## src/rtl/mul_shift_add.sv

```systemverilog
// Sequential shift-add unsigned multiplier with valid/ready request and response channels.
// Optional build macro MUL_SHIFT_ADD_EARLY_TERM_EN: finish as soon as the remaining multiplier bits are zero.
module mul_shift_add #(
  parameter int unsigned WIDTH = 8
) (
  input  logic                 clk,
  input  logic                 rst_n,
  input  logic                 in_valid,
  output logic                 in_ready,
  input  logic [WIDTH-1:0]     a,
  input  logic [WIDTH-1:0]     b,
  output logic                 out_valid,
  input  logic                 out_ready,
  output logic [2*WIDTH-1:0]   y
);

  localparam int unsigned PW = 2 * WIDTH;
  localparam int unsigned CW = $clog2(WIDTH + 1);

  typedef enum logic [1:0] {IDLE, BUSY, DONE} state_t;

  state_t          state_q, state_d;
  logic [PW-1:0]   mcand_q;
  logic [WIDTH-1:0] mplier_q;
  logic [PW-1:0]   acc_q;
  logic [CW-1:0]   cnt_q;

  logic [PW-1:0]    acc_sum_c;
  logic [WIDTH-1:0] mplier_shr_c;
  logic [CW-1:0]    cnt_inc_c;
  logic             last_c;

  // One shift-add step and the end-of-operation decision for the current BUSY cycle.
  always_comb begin
    acc_sum_c    = mplier_q[0] ? (acc_q + mcand_q) : acc_q;
    mplier_shr_c = mplier_q >> 1;
    cnt_inc_c    = cnt_q + CW'(1);
`ifdef MUL_SHIFT_ADD_EARLY_TERM_EN
    last_c = (cnt_inc_c == CW'(WIDTH)) || (mplier_shr_c == '0);
`else
    last_c = (cnt_inc_c == CW'(WIDTH));
`endif

    state_d = state_q;
    case (state_q)
      IDLE:    if (in_valid)  state_d = BUSY;
      BUSY:    if (last_c)    state_d = DONE;
      DONE:    if (out_ready) state_d = IDLE;
      default:                state_d = IDLE;
    endcase
  end

  always_ff @(posedge clk or negedge rst_n) begin
    if (!rst_n) begin
      state_q <= IDLE;
    end else begin
      state_q <= state_d;
    end
  end

  // Handshake flags follow the next state so they are plain flops.
  always_ff @(posedge clk or negedge rst_n) begin
    if (!rst_n) begin
      in_ready  <= 1'b1;
      out_valid <= 1'b0;
    end else begin
      in_ready  <= (state_d == IDLE);
      out_valid <= (state_d == DONE);
    end
  end

  // Datapath: capture on accept, iterate in BUSY, latch the product on completion.
  always_ff @(posedge clk or negedge rst_n) begin
    if (!rst_n) begin
      mcand_q  <= '0;
      mplier_q <= '0;
      acc_q    <= '0;
      cnt_q    <= '0;
      y        <= '0;
    end else begin
      case (state_q)
        IDLE: begin
          if (in_valid) begin
            mcand_q  <= PW'(a);
            mplier_q <= b;
            acc_q    <= '0;
            cnt_q    <= '0;
          end
        end
        BUSY: begin
          acc_q    <= acc_sum_c;
          mcand_q  <= mcand_q << 1;
          mplier_q <= mplier_shr_c;
          cnt_q    <= cnt_inc_c;
          if (last_c) y <= acc_sum_c;
        end
        default: ;
      endcase
    end
  end

endmodule

```

## config.mk

```make
export PLATFORM = sky130hd
export DESIGN_NAME = mul_shift_add
export DESIGN_NICKNAME = d
export VERILOG_FILES = /design/src/rtl/mul_shift_add.sv
export SDC_FILE = /design/constraint.sdc
export NUM_CORES = 1
export LEC_CHECK = 0
export CAP_MARGIN = 20
export CORE_ASPECT_RATIO = 0.7
export CORE_MARGIN = 2
export CORE_UTILIZATION = 46
export DETAILED_ROUTE_END_ITERATION = 8
export MAX_ROUTING_LAYER = met4
export PLACE_DENSITY = 0.72
export SLEW_MARGIN = 20
export SYNTH_ARGS = -nofsm -noshare
export SYNTH_HDL_FRONTEND = slang
export SYNTH_SLANG_ARGS = --single-unit
```

## constraint.sdc

```tcl
create_clock -name clk -period 3.25 [get_ports clk]
set_clock_uncertainty 0.05 [all_clocks]
set_input_delay 0.4875 -clock clk [delete_from_list [all_inputs] [get_ports clk]]
set_output_delay 0.4875 -clock clk [all_outputs]
set_load 0.02 [all_outputs]
```

* Yosys cells after proc, flatten, opt, wreduce, memory -nomap -nowiden
Index checks and enable logic that the tools add are counted.
** Cells by class
- Add/subtract/negate cells :: 2
- Equality and inequality tests :: 5
- Multiplexer cells :: 13
- Reductions and logical operators :: 5
** Operators by type and width (count)
- 16-bit one-hot mux with 2 select lines :: 2
- 16-bit two-way mux :: 3
- 16-bit adder :: 1
- 8-bit one-hot mux with 2 select lines :: 1
- 8-bit two-way mux :: 1
- 4-bit one-hot mux with 2 select lines :: 1
- 2-bit two-way mux :: 3
- 2-bit one-hot mux with 3 select lines :: 1
- 4-bit by 1-bit adder with 4-bit output (second input constant) :: 1
- 2-bit equality test (second input constant) :: 2
- 4-bit equality test (second input constant) :: 1
- 2-bit zero test :: 2
- 4-bit two-way mux :: 1
- 2-bit AND reduction :: 2
- 2-bit by 1-bit equality test with 1-bit output (second input constant) :: 1
- 2-bit != test (second input constant) :: 1
- 2-bit nonzero test :: 1
** Word-level totals
- Register bits after elaboration :: 64
- Bits of input ports :: 20
- Word-level logic and storage cells :: 33

* Logic depth before layout (Yosys ltp)
- Depth in word-level cells :: 5
- Depth in mapped cells :: 9
- Depth with buffers taken out :: 9

* Worst setup path before layout
OpenSTA, ideal clock, no wires.
- Path kind :: register to register
- Start point :: register mcand_q[0]
- End point :: register y[14]
- Setup time :: 0.124 ns
- Data arrival time :: 2.104 ns
- Required time :: 3.076 ns
- Path slack :: 0.972 ns
- Stages on the path, launching flop included :: 10
- Clock period less this slack :: 2.278 ns
- Path through :: dfrtp_1 -> ha_1 -> fa_1 -> a21o_1 -> a21oi_2 -> o21a_1 -> o31a_1 -> o21ai_2 -> mux2i_1 -> a211o_1
** On the way
- Cells in the longest elaborated chain, start to end :: 2
** RTL lines
- start: declaration :: line 23 : logic [PW-1:0] mcand_q;
- start signal: assignment :: line 84 : mcand_q <= PW'(a);
- start signal: assignment :: line 92 : mcand_q <= mcand_q << 1;
- 16-bit adder :: line 35 : acc_sum_c = mplier_q[0] ? (acc_q + mcand_q) : acc_q;
- 16-bit two-way mux :: line 35
- end signal: assignment :: line 95 : if (last_c) y <= acc_sum_c;
- end: declaration :: line 14 : output logic [2*WIDTH-1:0] y
Every way passes these cells.
A chain may end at the register's enable or synchronous reset.

* Worst setup path in the final report
Same ends and word-level chain as after synthesis.

==> flow_summary.toml <==
[yosys]
synthCells = 339
yosysUniqueCellTypes = 46
ys_ff_latch = 64
ys.flop_type = "dfrtp_1"
synth-seq-area-share_pct = 47.16
synth.net_count = 376
avgSynthCellArea_um2 = 10.02
syn_area_um2 = 3398
async_flop_share_pct = 100.0
synth_edf_count = 0
yosys_warnings = 0

[grt]
antenna_found_initial = 0
grt_pass1_vias = 2537
grt_overflow = 0
grt_pass1_wl_um = 12820
track_usage_pct = 20.68
grt_max_degree = 48

[placed_design]
place.gp.congestion = 0.8927
place_worst_setup_slack_ps = 798.5
placed_area_um2 = 3860
io_buffers = 37
dp_hpwl_um = 5134

[floorplanning]
pin_count = 38
die_area_um2 = 8102
die_h_um = 75.91
chipWidth_um = 106.7
start_util_pct = 47.05
row_count = 26
core_um2 = 7222

[layout]
final.fill_count = 654
diodes = 0
syn2layout_area_growth_pct = 19.11
layout.nets = 412
design_area_um2 = 4048
drive_above_1_share_pct = 7.368

[route]
dr.pass1.iters = 4
viasPerCell = 5.418
vias = 2590
drt_iter0_markers = 144
routed_wl_um = 7392
drc = 0
wl_per_cell_um = 15.46
antenna_left = 0

[cts]
clock-sinks = 64
cts_setup_buffers = 0
cts_root_buf = "clkbuf_8"
cts_hold_buf = 0
cts_tree = "built"
cts_resized = 0
clock_latency_ps = 340
cts_buffers = 9
clk_pin_slew_ps = 70
cts_max_path_buffers = 2
h-tree-depth = 3

[critical_path]
crit_arrival_ps = 2670
end_kind = "register"
cp.required_ps = 3420
worstPathMaxFanout = 3
cp-start-kind = "register"
critical_path_class = "register to register"
r2r_setup_slack_ps = 750

[run]
cap_violations = 0

[timing]
finalSetupTns_ps = 0
timing.final.hold_violations = 0
max_freq_mhz = 400.7
slew_viol_final = 0
setup_slack_ps = 754.1
setup_viol = 0
rsz0062_at_grt = "no"
worst_pin_slew_ps = 954.1
relSlewSlack_pct = 36.24
fin_crit_sh_pct = 76.80
period_needed_ps = 2496

[status]
status = "complete, no violations"

[power]
peakVddDrop_mv = 0.4164
leakage_uw = 0.001933
power.density_nw_per_um2 = 957.7

[worst_hold_path]
hold_class = "input port to async pin"
-- synth_stat cells, drive strengths merged (3+ instances only) --
cell	number	area, um^2
nor3b	3	22.52
nand3	5	25.02
inv	5	18.77
buf	5	21.27
and2	3	18.77
nor2	13	48.80
o21ai	45	229.0
ha	16	200.2
dfrtp	63	1577
a21oi	13	68.82
nand2	52	195.2
nor2b	4	25.02
clkbuf	13	48.80
o21bai	3	22.52
mux2i	25	250.2
xnor2	13	113.9
a22o	19	166.4
xor2	3	26.28
a21o	7	52.55
-- flip-flops by register name (all words and copies together) (netlist names) --
name / flops
acc_q: 16
mcand_q: 16
y: 16
mplier_q: 8
cnt_q: 4
state_q: 2
in_ready: 1
out_valid: 1
-- critical path: stages, from the launching register on --
cell and delay (ps):
dfrtp_1 410, ha_1 250, fa_1 420, a21o_1 190
a21oi_2 200, o21a_1 160, o31a_1 210, o21ai_2 100
mux2i_1 130, a211o_1 260
-- power breakdown --
group / total, uW / internal, uW / switching [uW]
combinational: 1890 / 840 / 1050
sequential: 1340 / 1100 / 238
clock: 649 / 351 / 297
total: 3880 / 2290 / 1590
-- per-stage QoR --
step / utilization (%) / hold slack [ps] / power (uW) / instances
2_1_floorplan: - / 141.9 / 2660 / 339
3_3_place_gp: 53.45 / 410.5 / 3163 / 461
3_5_place_dp: 53.45 / 420.0 / 3213 / 461
4_1_cts: 55.94 / 89.64 / 3880 / 477
5_1_grt: 56.05 / 104.1 / 4199 / 478
6_report: 56.05 / 91.63 / 3876 / 478
-- path summary, 6_finish.rpt --
| kind | cells after the start | end | start |
|---|---|---|---|
| setup reg to reg | 9 | y[14]$_DFFE_PN0P_ | mcand_q[0]$_DFFE_PN0P_ |
| hold reg to reg | 2 | mplier_q[1]$_DFFE_PN0P_ | mplier_q[1]$_DFFE_PN0P_ |
| min in group clk | 2 | mplier_q[1]$_DFFE_PN0P_ | mplier_q[1]$_DFFE_PN0P_ |
| hold / removal | 2 | y[1]$_DFFE_PN0P_ | rst_n |
| setup / recovery | 9 | y[14]$_DFFE_PN0P_ | mcand_q[0]$_DFFE_PN0P_ |
| max in group asynchronous | 2 | in_ready$_DFF_PN1_ | rst_n |
-- kinds of logic (layout without fill, tap and decap cells) --
family,Yosys count,in the layout,share of synthesized area [%]
flops,64,64,47.17
xor+xnor,16,16,4.124
compound gates,102,102,19.63
simple gates,91,91,12.30
buf+inv,23,64,2.614
fa+ha+maj,17,17,6.480
mux,26,26,7.695
-- cells in the final DEF, fill, tap and decap left out, types with 3 or more instances in the layout --
cell type,instances
a21o_1,7
a21oi_1,12
a22o_1,19
and2_1,3
buf_4,6
clkbuf_1,3
clkbuf_8,9
clkdlybuf4s50_1,36
clkinv_2,3
dfrtp_1,63
ha_1,16
inv_1,5
mux2i_1,25
nand2_1,52
nand3_1,5
nor2_1,13
nor2b_1,3
nor3b_1,3
o21ai_0,43
xnor2_1,13
xor2_1,3
-- per-layer routing --
layer,wire (um),vias up,global-route usage [%]
met4,65,0,5.455
met2,3035,54,27.45
met3,324,6,5.164
li1,-,1284,-
met1,3967,1246,31.31
met5,0,-,-
-- layout make-up --
type	instances	area, um^2	area share (%)
Clock buffer	12	135.1	3.338
Clock inverter	4	45.04	1.113
Inverter	5	18.77	0.4637
Multi-Input combinational cell	252	1713	42.32
Sequential cell	64	1603	39.60
Tap cell	98	122.6	3.029
Timing Repair Buffer	43	410.4	10.14
Power figures use the tool's default switching activity.
